**src/rtl/mips_cpu_pkg.sv**
```systemverilog
// Shared definitions for the MIPS CPU control path: opcode/funct/REGIMM
// encodings, sequencer states, PC source selects and instruction classes.
package mips_cpu_pkg;

   typedef enum logic [2:0] {
      ST_FETCH     = 3'd0,
      ST_DECODE    = 3'd1,
      ST_EXEC      = 3'd2,
      ST_EXEC_WAIT = 3'd3,
      ST_MEM       = 3'd4,
      ST_WB        = 3'd5,
      ST_HALT      = 3'd7
   } state_e;

   typedef enum logic [1:0] {
      PC_PLUS4  = 2'd0,
      PC_BRANCH = 2'd1,
      PC_JIMM   = 2'd2,
      PC_REG    = 2'd3
   } pc_src_e;

   typedef enum logic [3:0] {
      CLS_ALU, CLS_SHIFT, CLS_LOAD, CLS_STORE, CLS_BRANCH, CLS_JUMP,
      CLS_LINK, CLS_MULDIV, CLS_MTSPC, CLS_MFSPC, CLS_NOP
   } instr_class_e;

   typedef enum logic [5:0] {
      OP_SPECIAL = 6'h00, OP_REGIMM = 6'h01, OP_J     = 6'h02, OP_JAL   = 6'h03,
      OP_BEQ     = 6'h04, OP_BNE    = 6'h05, OP_BLEZ  = 6'h06, OP_BGTZ  = 6'h07,
      OP_ADDI    = 6'h08, OP_ADDIU  = 6'h09, OP_SLTI  = 6'h0A, OP_SLTIU = 6'h0B,
      OP_ANDI    = 6'h0C, OP_ORI    = 6'h0D, OP_XORI  = 6'h0E, OP_LUI   = 6'h0F,
      OP_LB      = 6'h20, OP_LH     = 6'h21, OP_LWL   = 6'h22, OP_LW    = 6'h23,
      OP_LBU     = 6'h24, OP_LHU    = 6'h25, OP_LWR   = 6'h26, OP_SB    = 6'h28,
      OP_SH      = 6'h29, OP_SWL    = 6'h2A, OP_SW    = 6'h2B, OP_SWR   = 6'h2E
   } opcode_e;

   typedef enum logic [5:0] {
      FN_SLL  = 6'h00, FN_SRL   = 6'h02, FN_SRA  = 6'h03, FN_SLLV  = 6'h04,
      FN_SRLV = 6'h06, FN_SRAV  = 6'h07, FN_JR   = 6'h08, FN_JALR  = 6'h09,
      FN_MFHI = 6'h10, FN_MTHI  = 6'h11, FN_MFLO = 6'h12, FN_MTLO  = 6'h13,
      FN_MULT = 6'h18, FN_MULTU = 6'h19, FN_DIV  = 6'h1A, FN_DIVU  = 6'h1B,
      FN_ADD  = 6'h20, FN_ADDU  = 6'h21, FN_SUB  = 6'h22, FN_SUBU  = 6'h23,
      FN_AND  = 6'h24, FN_OR    = 6'h25, FN_XOR  = 6'h26, FN_NOR   = 6'h27,
      FN_SLT  = 6'h2A, FN_SLTU  = 6'h2B
   } funct_e;

   typedef enum logic [4:0] {
      RT_BLTZ = 5'h00, RT_BGEZ = 5'h01, RT_BLTZAL = 5'h10, RT_BGEZAL = 5'h11
   } regimm_rt_e;

   // Where the PC comes from once a taken branch/jump reaches its delay slot.
   function automatic pc_src_e targetSelect(input logic [5:0] opcode);
      case (opcode)
         OP_J, OP_JAL: return PC_JIMM;
         OP_SPECIAL:   return PC_REG;
         default:      return PC_BRANCH;
      endcase
   endfunction

endpackage

```
**src/rtl/mips_cpu_decode.sv**
```systemverilog
// Combinational instruction classifier: maps the latched instruction to its
// execution class, a link flag (writes the return address) and a divide flag.
// The all-zero word is treated as a NOP so it never produces a register write.
module mips_cpu_decode
   import mips_cpu_pkg::*;
(
   input  logic [31:0]  instr_i,
   output instr_class_e instrClass_o,
   output logic         isLink_o,
   output logic         isDiv_o
);

   // Classify by opcode, then by funct (SPECIAL) or rt (REGIMM).
   always_comb begin
      instrClass_o = CLS_NOP;
      isLink_o     = 1'b0;
      isDiv_o      = 1'b0;
      if (instr_i != 32'd0) begin
         case (instr_i[31:26])
            OP_SPECIAL: begin
               case (instr_i[5:0])
                  FN_SLL, FN_SRL, FN_SRA, FN_SLLV, FN_SRLV, FN_SRAV:
                     instrClass_o = CLS_SHIFT;
                  FN_JR:
                     instrClass_o = CLS_JUMP;
                  FN_JALR: begin
                     instrClass_o = CLS_LINK;
                     isLink_o     = 1'b1;
                  end
                  FN_MFHI, FN_MFLO:
                     instrClass_o = CLS_MFSPC;
                  FN_MTHI, FN_MTLO:
                     instrClass_o = CLS_MTSPC;
                  FN_MULT, FN_MULTU:
                     instrClass_o = CLS_MULDIV;
                  FN_DIV, FN_DIVU: begin
                     instrClass_o = CLS_MULDIV;
                     isDiv_o      = 1'b1;
                  end
                  FN_ADD, FN_ADDU, FN_SUB, FN_SUBU, FN_AND, FN_OR, FN_XOR,
                  FN_NOR, FN_SLT, FN_SLTU:
                     instrClass_o = CLS_ALU;
                  default: ;
               endcase
            end
            OP_REGIMM: begin
               case (instr_i[20:16])
                  RT_BLTZ, RT_BGEZ:
                     instrClass_o = CLS_BRANCH;
                  RT_BLTZAL, RT_BGEZAL: begin
                     instrClass_o = CLS_BRANCH;
                     isLink_o     = 1'b1;
                  end
                  default: ;
               endcase
            end
            OP_J:
               instrClass_o = CLS_JUMP;
            OP_JAL: begin
               instrClass_o = CLS_LINK;
               isLink_o     = 1'b1;
            end
            OP_BEQ, OP_BNE, OP_BLEZ, OP_BGTZ:
               instrClass_o = CLS_BRANCH;
            OP_ADDI, OP_ADDIU, OP_SLTI, OP_SLTIU, OP_ANDI, OP_ORI, OP_XORI, OP_LUI:
               instrClass_o = CLS_ALU;
            OP_LB, OP_LH, OP_LWL, OP_LW, OP_LBU, OP_LHU, OP_LWR:
               instrClass_o = CLS_LOAD;
            OP_SB, OP_SH, OP_SWL, OP_SW, OP_SWR:
               instrClass_o = CLS_STORE;
            default: ;
         endcase
      end
   end

endmodule

```
**src/rtl/mips_cpu_control_seq.sv**
```systemverilog
// Multi-cycle control sequencer for the MIPS CPU: FETCH/DECODE/EXEC/MEM/WB
// state machine, instruction register, mult/div wait timer and branch delay
// slot tracking. Optional performance counters are enabled by defining
// CTRL_PERF_CNT_EN.
module mips_cpu_control_seq
   import mips_cpu_pkg::*;
#(
   parameter int MULT_CYCLES = 4,
   parameter int DIV_CYCLES  = 32
`ifdef CTRL_PERF_CNT_EN
   , parameter int CNT_W     = 32
`endif
)(
   input  logic        clk,
   input  logic        reset_n,
   input  logic        waitrequest,
   input  logic [31:0] readdata,
   input  logic        alu_cond,
   input  logic        target_zero,
   output logic [31:0] instr,
   output logic [2:0]  state,
   output logic        active,
   output logic        instr_read,
   output logic        data_read,
   output logic        data_write,
   output logic        ir_write,
   output logic        pc_write,
   output logic [1:0]  pc_src,
   output logic        reg_write,
   output logic        spc_reg_write,
   output logic        muldiv_busy,
   output logic        delay_pending
`ifdef CTRL_PERF_CNT_EN
   , output logic [CNT_W-1:0] cycle_cnt
   , output logic [CNT_W-1:0] instr_cnt
`endif
);

   state_e       state_q, state_d;
   logic [31:0]  instr_q, instr_d;
   logic [31:0]  waitCnt_q, waitCnt_d;
   pc_src_e      targetSel_q, targetSel_d;
   logic         delayPending_q, delayPending_d;
   logic         haltPending_q, haltPending_d;
   logic         slotHalts_q, slotHalts_d;
   instr_class_e instrClass;
   logic         isLink;
   logic         isDiv;
   logic         branchTaken;

   mips_cpu_decode uDecode (
      .instr_i      (instr_q),
      .instrClass_o (instrClass),
      .isLink_o     (isLink),
      .isDiv_o      (isDiv)
   );

   assign branchTaken = (instrClass != CLS_BRANCH) || alu_cond;

   // State and control registers; reset abandons any in-flight access.
   always_ff @(posedge clk or negedge reset_n) begin
      if (!reset_n) begin
         state_q        <= ST_FETCH;
         instr_q        <= '0;
         waitCnt_q      <= '0;
         targetSel_q    <= PC_PLUS4;
         delayPending_q <= 1'b0;
         haltPending_q  <= 1'b0;
         slotHalts_q    <= 1'b0;
      end else begin
         state_q        <= state_d;
         instr_q        <= instr_d;
         waitCnt_q      <= waitCnt_d;
         targetSel_q    <= targetSel_d;
         delayPending_q <= delayPending_d;
         haltPending_q  <= haltPending_d;
         slotHalts_q    <= slotHalts_d;
      end
   end

   // Next-state logic, IR capture, delay-slot bookkeeping and halt entry.
   always_comb begin
      state_d        = state_q;
      instr_d        = instr_q;
      waitCnt_d      = waitCnt_q;
      targetSel_d    = targetSel_q;
      delayPending_d = delayPending_q;
      haltPending_d  = haltPending_q;
      slotHalts_d    = slotHalts_q;
      case (state_q)
         ST_FETCH: begin
            if (!waitrequest) begin
               instr_d        = readdata;
               state_d        = ST_DECODE;
               delayPending_d = 1'b0;
               slotHalts_d    = delayPending_q && haltPending_q;
            end
         end
         ST_DECODE:
            state_d = ST_EXEC;
         ST_EXEC: begin
            case (instrClass)
               CLS_BRANCH, CLS_JUMP, CLS_LINK: begin
                  if (branchTaken) begin
                     delayPending_d = 1'b1;
                     targetSel_d    = targetSelect(instr_q[31:26]);
                  end
                  haltPending_d = target_zero && branchTaken;
                  state_d       = isLink ? ST_WB : ST_FETCH;
               end
               CLS_MULDIV: begin
                  waitCnt_d = isDiv ? 32'(DIV_CYCLES - 1) : 32'(MULT_CYCLES - 1);
                  state_d   = ST_EXEC_WAIT;
               end
               CLS_LOAD, CLS_STORE:
                  state_d = ST_MEM;
               CLS_ALU, CLS_SHIFT, CLS_MFSPC:
                  state_d = ST_WB;
               default:
                  state_d = ST_FETCH;
            endcase
         end
         ST_EXEC_WAIT: begin
            if (waitCnt_q == 32'd0) begin
               state_d = ST_FETCH;
            end else begin
               waitCnt_d = waitCnt_q - 32'd1;
            end
         end
         ST_MEM: begin
            if (!waitrequest) begin
               state_d = (instrClass == CLS_LOAD) ? ST_WB : ST_FETCH;
            end
         end
         ST_WB:
            state_d = ST_FETCH;
         ST_HALT:
            state_d = ST_HALT;
         default:
            state_d = ST_FETCH;
      endcase
      if ((state_q != ST_FETCH) && (state_d == ST_FETCH) && slotHalts_q) begin
         state_d = ST_HALT;
      end
   end

   // Datapath strobes: Moore on state, with IR/PC capture gated by the memory handshake.
   always_comb begin
      instr_read    = 1'b0;
      data_read     = 1'b0;
      data_write    = 1'b0;
      ir_write      = 1'b0;
      pc_write      = 1'b0;
      pc_src        = PC_PLUS4;
      reg_write     = 1'b0;
      spc_reg_write = 1'b0;
      muldiv_busy   = 1'b0;
      case (state_q)
         ST_FETCH: begin
            instr_read = reset_n;
            ir_write   = reset_n && !waitrequest;
            pc_write   = reset_n && !waitrequest;
            pc_src     = delayPending_q ? targetSel_q : PC_PLUS4;
         end
         ST_EXEC:
            spc_reg_write = (instrClass == CLS_MTSPC);
         ST_EXEC_WAIT: begin
            muldiv_busy   = 1'b1;
            spc_reg_write = (waitCnt_q == 32'd0);
         end
         ST_MEM: begin
            data_read  = (instrClass == CLS_LOAD);
            data_write = (instrClass == CLS_STORE);
         end
         ST_WB:
            reg_write = 1'b1;
         default: ;
      endcase
   end

   assign instr         = instr_q;
   assign state         = state_q;
   assign active        = (state_q != ST_HALT);
   assign delay_pending = delayPending_q;

`ifdef CTRL_PERF_CNT_EN
   logic [CNT_W-1:0] cycleCnt_q;
   logic [CNT_W-1:0] instrCnt_q;

   // Free-running cycle and retired-instruction counters, frozen once halted.
   always_ff @(posedge clk or negedge reset_n) begin
      if (!reset_n) begin
         cycleCnt_q <= '0;
         instrCnt_q <= '0;
      end else begin
         if (active) begin
            cycleCnt_q <= cycleCnt_q + CNT_W'(1);
         end
         if (pc_write) begin
            instrCnt_q <= instrCnt_q + CNT_W'(1);
         end
      end
   end

   assign cycle_cnt = cycleCnt_q;
   assign instr_cnt = instrCnt_q;
`endif

endmodule
```
**config.mk**
```make
export PLATFORM = sky130hd
export DESIGN_NAME = mips_cpu_control_seq
export DESIGN_NICKNAME = d
export VERILOG_FILES = /design/src/rtl/mips_cpu_pkg.sv /design/src/rtl/mips_cpu_decode.sv /design/src/rtl/mips_cpu_control_seq.sv
export SDC_FILE = /design/constraint.sdc
export NUM_CORES = 1
export LEC_CHECK = 0
export ABC_AREA = 1
export BUFFER_PORTS_ARGS = -buffer_cell sky130_fd_sc_hd__buf_2
export CAP_MARGIN = 10
export CORE_ASPECT_RATIO = 0.7
export CORE_MARGIN = 8
export CORE_UTILIZATION = 60
export CTS_CLUSTER_SIZE = 40
export DETAILED_ROUTE_END_ITERATION = 10
export GPL_ROUTABILITY_DRIVEN = 0
export GPL_TIMING_DRIVEN = 0
export PLACE_DENSITY = 0.84
export SLEW_MARGIN = 40
export SYNTH_ARGS = -nofsm -noshare
export SYNTH_HDL_FRONTEND = slang
export SYNTH_SLANG_ARGS = --single-unit
```
**constraint.sdc**
```tcl
create_clock -name clk -period 3.5 [get_ports clk]
set_clock_uncertainty 0.15 [all_clocks]
set_input_delay 0 -clock clk [delete_from_list [all_inputs] [get_ports clk]]
set_output_delay 0 -clock clk [all_outputs]
set_load 0.01 [all_outputs]
```
==> results.py, run 1 <==
metrics = {
    "sta": {
        "hold_viol": 0,
        "hold_slack_ns": 0.2260,
        "clock.fmax_mhz": 327.4,
        "finalSetupViolations": 0,
        "tns_ns": 0,
        "grt_setup_unrepaired": "false",
        "worstMarginPinSlew_ns": 0.7341,
        "drv_slew": 0,
        "fin_crit_sh_pct": 87.27,
        "fin_crit_ns": 3.055,
        "slew_headroom_pct": 50.88,
    },
    "route": {
        "vias": 4805,
        "postRouteAntennaNets": 0,
        "route.detailed.drc": 0,
        "via_per_inst": 5.640,
        "avgRoutedWirePerCell_um": 16.30,
        "drt_first_pass_iters": 6,
        "drt_iter0_markers": 569,
        "drt_wl_total_um": 13890,
    },
    "placement": {
        "dpl.hpwl_um": 9196,
        "placedCellCount": 793,
        "portBuffers": 83,
        "place_area_um2": 4871,
    },
    "clocking": {
        "cts_inserted_buffers": 9,
        "clock_sinks": 72,
        "clockRootBuffer": "clkbuf_8",
        "cts_htree_levels": 3,
        "clk_path_buf_depth": 2,
        "clkTransAtPathRegs_ns": 0.08,
        "tritoncts": "yes",
        "insertion_delay_ns": 0.36,
    },
    "logic_synthesis": {
        "yosys_warnings": 0,
        "syn_area_um2": 4304,
        "yosys-top-cells-count": "nand2_1 (180), nor2_1 (94), inv_1 (77), dfrtp_1 (72), nand3_1 (50)",
        "ys_seq_area_share_pct": 41.86,
        "syn_area_per_cell_um2": 6.999,
        "synth_ff_type": "dfrtp_1",
        "synth_area_leader_cell": "dfrtp_1",
        "syn_inst": 615,
        "synth_edf_count": 0,
        "synthTopCellsByArea": "dfrtp_1 (42%), nand2_1 (16%), nor2_1 (8.2%), inv_1 (6.7%), nand3_1 (5.8%)",
        "synth-async-reset-ratio_pct": 100.0,
        "syn-num-nets": 654,
        "synth_top_cell_area_share_pct": 41.86,
        "ys_types": 28,
        "yosysMostFrequentCell": "nand2_1",
        "synth-seq-cells": 72,
    },
    "layout": {
        "nets": 792,
        "final_util_pct": 81.46,
        "design_area_um2": 5580,
        "instances_no_fill": 852,
        "syn_to_final_growth_pct": 29.65,
        "drive_above_1_share_pct": 17.70,
    },
    "pwr": {
        "p_sw_share_pct": 23.63,
        "switchingPower_w": 0.0004647,
        "p_int_w": 0.001502,
        "irDropWorstVdd_uv": 281.8,
        "power_density_nw_per_um2": 352.4,
        "pwr-share-comb_pct": 9.9,
        "pwr-share-clk_pct": 45.5,
        "leakagePower_nw": 3.124,
        "p_seq_share_pct": 44.6,
    },
    "setup_path": {
        "timing.rr.end": "haltPending_q",
        "critical_path_class": "reg -> out",
        "worstReg2RegStart": "instr[26]",
        "startpoint_type": "flop",
        "crit_arrival_ns": 2.90,
        "endpoint_kind": "output port",
        "crit_required_ns": 3.35,
        "reg2regPathDepth": 14,
        "critPathMaxFanout": 10,
        "reg2reg_slack_ns": 0.81,
    },
    "floorplan": {
        "dieArea_um2": 10180,
        "core_um2": 6850,
        "die_x_um": 117.2,
        "ioPinCount": 84,
        "fp-row-count": 25,
        "die_y_um": 86.86,
        "initial_core_util_pct": 62.83,
    },
    "worst_hold_path": {
        "holdPathStages": 4,
        "hold_path_class": "in -> reg",
        "min_to": "instr[24]",
        "min_from": "readdata[24]",
    },
    "global_route": {
        "grt_pass1_vias": 4727,
        "grt_pass1_wl_um": 22520,
        "grt_max_degree": 49,
        "antenna_found_initial": 0,
        "grtUsageTotal_pct": 28.32,
        "overflow": 0,
    },
    "outcome": {
        "status": "finished, final reports clean",
    },
    "flow_run": {
        "drv_cap": 0,
    },
}
==> routing by layer <==
layer  routed length, um  up-vias  GRT usage [%]
met5                   0        -          1.657
met4                 378        0          10.88
met3                1507       44          8.657
met2                6339      301          44.73
met1                5660     2228          35.36
li1                    -     2232              -
==> kinds of logic (layout without fill, tap and decap cells) <==
family	after synthesis	in the layout	synth area share, %
AND/OR/NAND/NOR	371	371	37.38
adder cells (fa/ha/maj)	2	2	0.5813
flip-flops	72	72	41.86
XOR/XNOR	16	16	3.256
AO/OA/AOI/OAI	58	58	7.762
other	0	1	0
buffers and inverters	96	238	9.157
==> through the flow <==
stage,total power [W],worst slack [ns]
3_5_place_dp,0.001042,0.9321
5_1_grt,0.002021,0.2192
6_report,0.001967,0.4454
4_1_cts,0.001953,0.5300
3_3_place_gp,0.001033,0.9311
2_1_floorplan,0.0009599,1.427
==> final cells by class <==
class	count	area [um2]
diodes	1	2.502
plain buffers	15	90.09
clock buffers	10	137.6
clock inverters	5	128.9
fillers	425	1270
inverters	81	304.0
multi-input cells	447	2108
flip-flops and latches	72	1802
well taps	94	117.6
repair buffers	127	889.6
==> worst max-delay path: stages, from the launching register on <==
cell and delay [ns]:
dfrtp_1 0.45, nor2_1 0.13, inv_1 0.07, nor2_1 0.12, inv_1 0.13, nor2_1 0.58, inv_1 0.32, clkbuf_1 0.31
nor2_1 0.19, buf_4 0.13, buf_2 0.11
==> worst max-delay path by stage <==
stage / slack, ns / startpoint / end / depth (start not counted)
global placement: 0.93 / state[0] / pc_write / 10
global route: 0.22 / state[0] / pc_write / 10
floorplan: 1.43 / state[0] / pc_write / 9
finish: 0.45 / state[0] / pc_write / 10
detailed placement: 0.93 / state[0] / pc_write / 10
CTS: 0.53 / state[0] / pc_write / 10
==> flip-flops by register name, indices dropped and copies added (netlist names) <==
signal         flops
instr             32
waitCnt_q         32
state              3
targetSel_q        2
delay_pending      1
haltPending_q      1
slotHalts_q        1
==> power by group through the flow <==
stage               combinational (W)  clock [W]  sequential (W)
floorplan                   0.0000621          0        0.000898
global placement             0.000142          0        0.000890
global route                 0.000212   0.000930        0.000879
detailed placement           0.000152          0        0.000891
CTS                          0.000187   0.000891        0.000875
finish                       0.000194   0.000896        0.000877
==> repair_timing <==
action,in CTS,in global routing
buffers inserted,0,0
hold buffers,43,0
hold endpoints to repair,111,0
resized for setup,0,0
==> layout by cell type, fill, tap and decap left out, drive strengths merged <==
| cell | instances |
|---|---|
| nand2 | 184 |
| nor2 | 99 |
| buf | 93 |
| inv | 81 |
| dfrtp | 72 |
| nand3 | 51 |
| dlygate4sd3 | 42 |
| o21ai | 41 |
| nand4 | 20 |
| clkbuf | 17 |
| xor2 | 16 |
| nor3 | 15 |
| a21oi | 8 |
| o22ai | 8 |
| bufinv | 4 |
| nor4 | 2 |
| ha | 2 |
| diode | 1 |
| o2111ai | 1 |
| clkinv | 1 |
Note: power is estimated with default switching activity, not from simulation.
==> run 2: changes to the inputs <==
--- a/config.mk
+++ b/config.mk
@@ -8,14 +8,16 @@
 export ABC_AREA = 1
 export BUFFER_PORTS_ARGS = -buffer_cell sky130_fd_sc_hd__buf_2
 export CAP_MARGIN = 10
+export CELL_PAD_IN_SITES_DETAIL_PLACEMENT = 1
+export CELL_PAD_IN_SITES_GLOBAL_PLACEMENT = 1
 export CORE_ASPECT_RATIO = 0.7
 export CORE_MARGIN = 8
-export CORE_UTILIZATION = 60
+export CORE_UTILIZATION = 40
 export CTS_CLUSTER_SIZE = 40
 export DETAILED_ROUTE_END_ITERATION = 10
 export GPL_ROUTABILITY_DRIVEN = 0
 export GPL_TIMING_DRIVEN = 0
-export PLACE_DENSITY = 0.84
+export PLACE_DENSITY = 0.79
 export SLEW_MARGIN = 40
 export SYNTH_ARGS = -nofsm -noshare
 export SYNTH_HDL_FRONTEND = slang
==> constraint.sdc (replaced) <==
create_clock -name clk -period 3.3 [get_ports clk]
set_clock_uncertainty 0.15 [all_clocks]
set_input_delay 0 -clock clk [delete_from_list [all_inputs] [get_ports clk]]
set_output_delay 0 -clock clk [all_outputs]
set_load 0.01 [all_outputs]
==> run 2 against run 1 <==
Compared with the run above: register-to-register slack got worse by 0.26 ns; via count down 6.5%; first-iteration DRC count is 59% lower; flip-flop and latch count is the same; highest routed layer unchanged.
==> results.py, run 2 (same netlist as run 1, synthesis figures left out) <==
metrics = {
    "clocking": {
        "clockRootBuffer": "clkbuf_16",
        "clkTransAtPathRegs_ns": 0.06,
        "clk_path_buf_depth": 2,
        "tritoncts": "yes",
        "cts_inserted_buffers": 9,
        "clock_sinks": 72,
        "post-cts-setup-buffers": 0,
        "cts_htree_levels": 3,
        "insertion_delay_ns": 0.35,
    },
    "route": {
        "drt_iter0_markers": 234,
        "wl_met1_um": 7654,
        "route.detailed.drc": 0,
        "via_per_inst": 5.075,
        "drt_wl_total_um": 15340,
        "met3_length_um": 651,
        "drt_first_pass_iters": 4,
        "vias": 4491,
        "dr_wl_met2_um": 6848,
        "postRouteAntennaNets": 0,
        "avgRoutedWirePerCell_um": 17.34,
        "maxUsedRoutingLayer": "met4",
    },
    "floorplan": {
        "fp-row-count": 31,
        "die_y_um": 102.8,
        "ioPinCount": 84,
        "die_x_um": 140.0,
        "initial_core_util_pct": 41.41,
        "dieArea_um2": 14390,
        "core_um2": 10400,
    },
    "setup_path": {
        "endpoint_kind": "output port",
        "crit_required_ns": 3.15,
        "critPathMaxFanout": 10,
        "reg2regPathDepth": 14,
        "crit_arrival_ns": 2.69,
        "startpoint_type": "flop",
        "critical_path_class": "reg -> out",
    },
    "pwr": {
        "leakagePower_nw": 3.135,
        "power_density_nw_per_um2": 399.1,
        "irDropWorstVdd_uv": 227.7,
    },
    "layout": {
        "nFillCells": 1342,
        "syn_to_final_growth_pct": 30.78,
        "final_common_cell": "nand2_1",
        "drive_above_1_share_pct": 17.93,
        "antennaDiodeCount": 0,
        "nets": 787,
        "final_cell_mix": "nand2_1 (180), nor2_1 (93), buf_2 (86)",
        "final_util_pct": 54.15,
    },
    "outcome": {
        "status": "finished, final reports clean",
    },
    "sta": {
        "fin_crit_sh_pct": 86.05,
        "hold_viol": 0,
        "finalSetupViolations": 0,
        "tns_ns": 0,
        "worst_slack_ns": 0.4603,
        "drv_slew": 0,
        "fin_crit_ns": 2.840,
        "grt_setup_unrepaired": "false",
        "worstMarginPinSlew_ns": 0.6106,
        "slew_headroom_pct": 59.30,
        "clock.fmax_mhz": 352.2,
    },
    "flow_run": {
        "drv_cap": 0,
    },
    "placement": {
        "portBuffers": 83,
        "dpl.hpwl_um": 10870,
        "pre_cts_ws_ns": 0.5517,
    },
    "global_route": {
        "grt_pass1_wl_um": 25730,
        "antenna_found_initial": 0,
        "overflow": 0,
        "grt_max_degree": 51,
        "grtUsageTotal_pct": 22.75,
        "grt_pass1_vias": 4841,
    },
    "worst_hold_path": {
        "hold_path_class": "in -> async",
    },
}
==> run 2: final cells by class <==
type,count,area [um2],share of cell area (%)
inverters,81,304.0,5.401
flip-flops and latches,72,1802,32.01
clock buffers,12,256.5,4.557
multi-input cells,447,2111,37.50
repair buffers,122,824.5,14.65
well taps,132,165.2,2.934
plain buffers,15,90.09,1.600
clock inverters,4,76.32,1.356
==> run 2: worst paths after layout <==
path	start	endpoint	slack, ns
max	state[0]	pc_write	0.46
min	reset_n	instr[25]	0.09
max reg2reg	instr[26]	haltPending_q	0.55
min reg2reg	targetSel_q[1]	targetSel_q[1]	0.32
max in group asynchronous	reset_n	targetSel_q[1]	2.43
min in group clk	readdata[19]	instr[19]	0.25
==> run 2: repair_timing <==
action | in CTS | in global routing
hold buffers | 38 | 0
resized for setup | 0 | 1
hold endpoints to repair | 109 | 0
endpoints found under the setup margin | 0 | 2
==> run 2: stage by stage <==
step	total power (W)	hold slack [ns]	instances	area (um2)
final	0.002246	0.08559	885	5629
after global routing	0.002321	0.1054	885	5629
after CTS	0.002253	0.06665	885	5632
after detailed placement	0.001112	-0.2696	831	4918
after global placement	0.001101	0.04996	830	4885
after floorplan	0.001018	-0.4456	615	4304
==> run 2: report_power, final <==
group	switching [W]	total [W]	leakage (nW)	internal [W]
clock	0.000406	0.00111	0.159	0.000705
combinational	0.000113	0.000203	2.05	0.0000898
sequential	0.0000267	0.000932	0.927	0.000905
total	0.000546	0.00225	3.14	0.00170
==> run 2: layer usage <==
layer / vias to the layer above / track usage (%)
met5: - / 0
met4: 0 / 5.897
met3: 21 / 5.365
met2: 82 / 36.58
met1: 2179 / 30.41
li1: 2209 / -
==> run 2: critical path, cell delays in order (launching register included) <==
cell,delay (ns)
dfrtp_1,0.46
nor2_1,0.13
inv_1,0.07
nor2_1,0.12
inv_1,0.15
nor2_2,0.42
inv_1,0.28
clkbuf_1,0.30
nor2_1,0.18
buf_4,0.12
buf_2,0.11
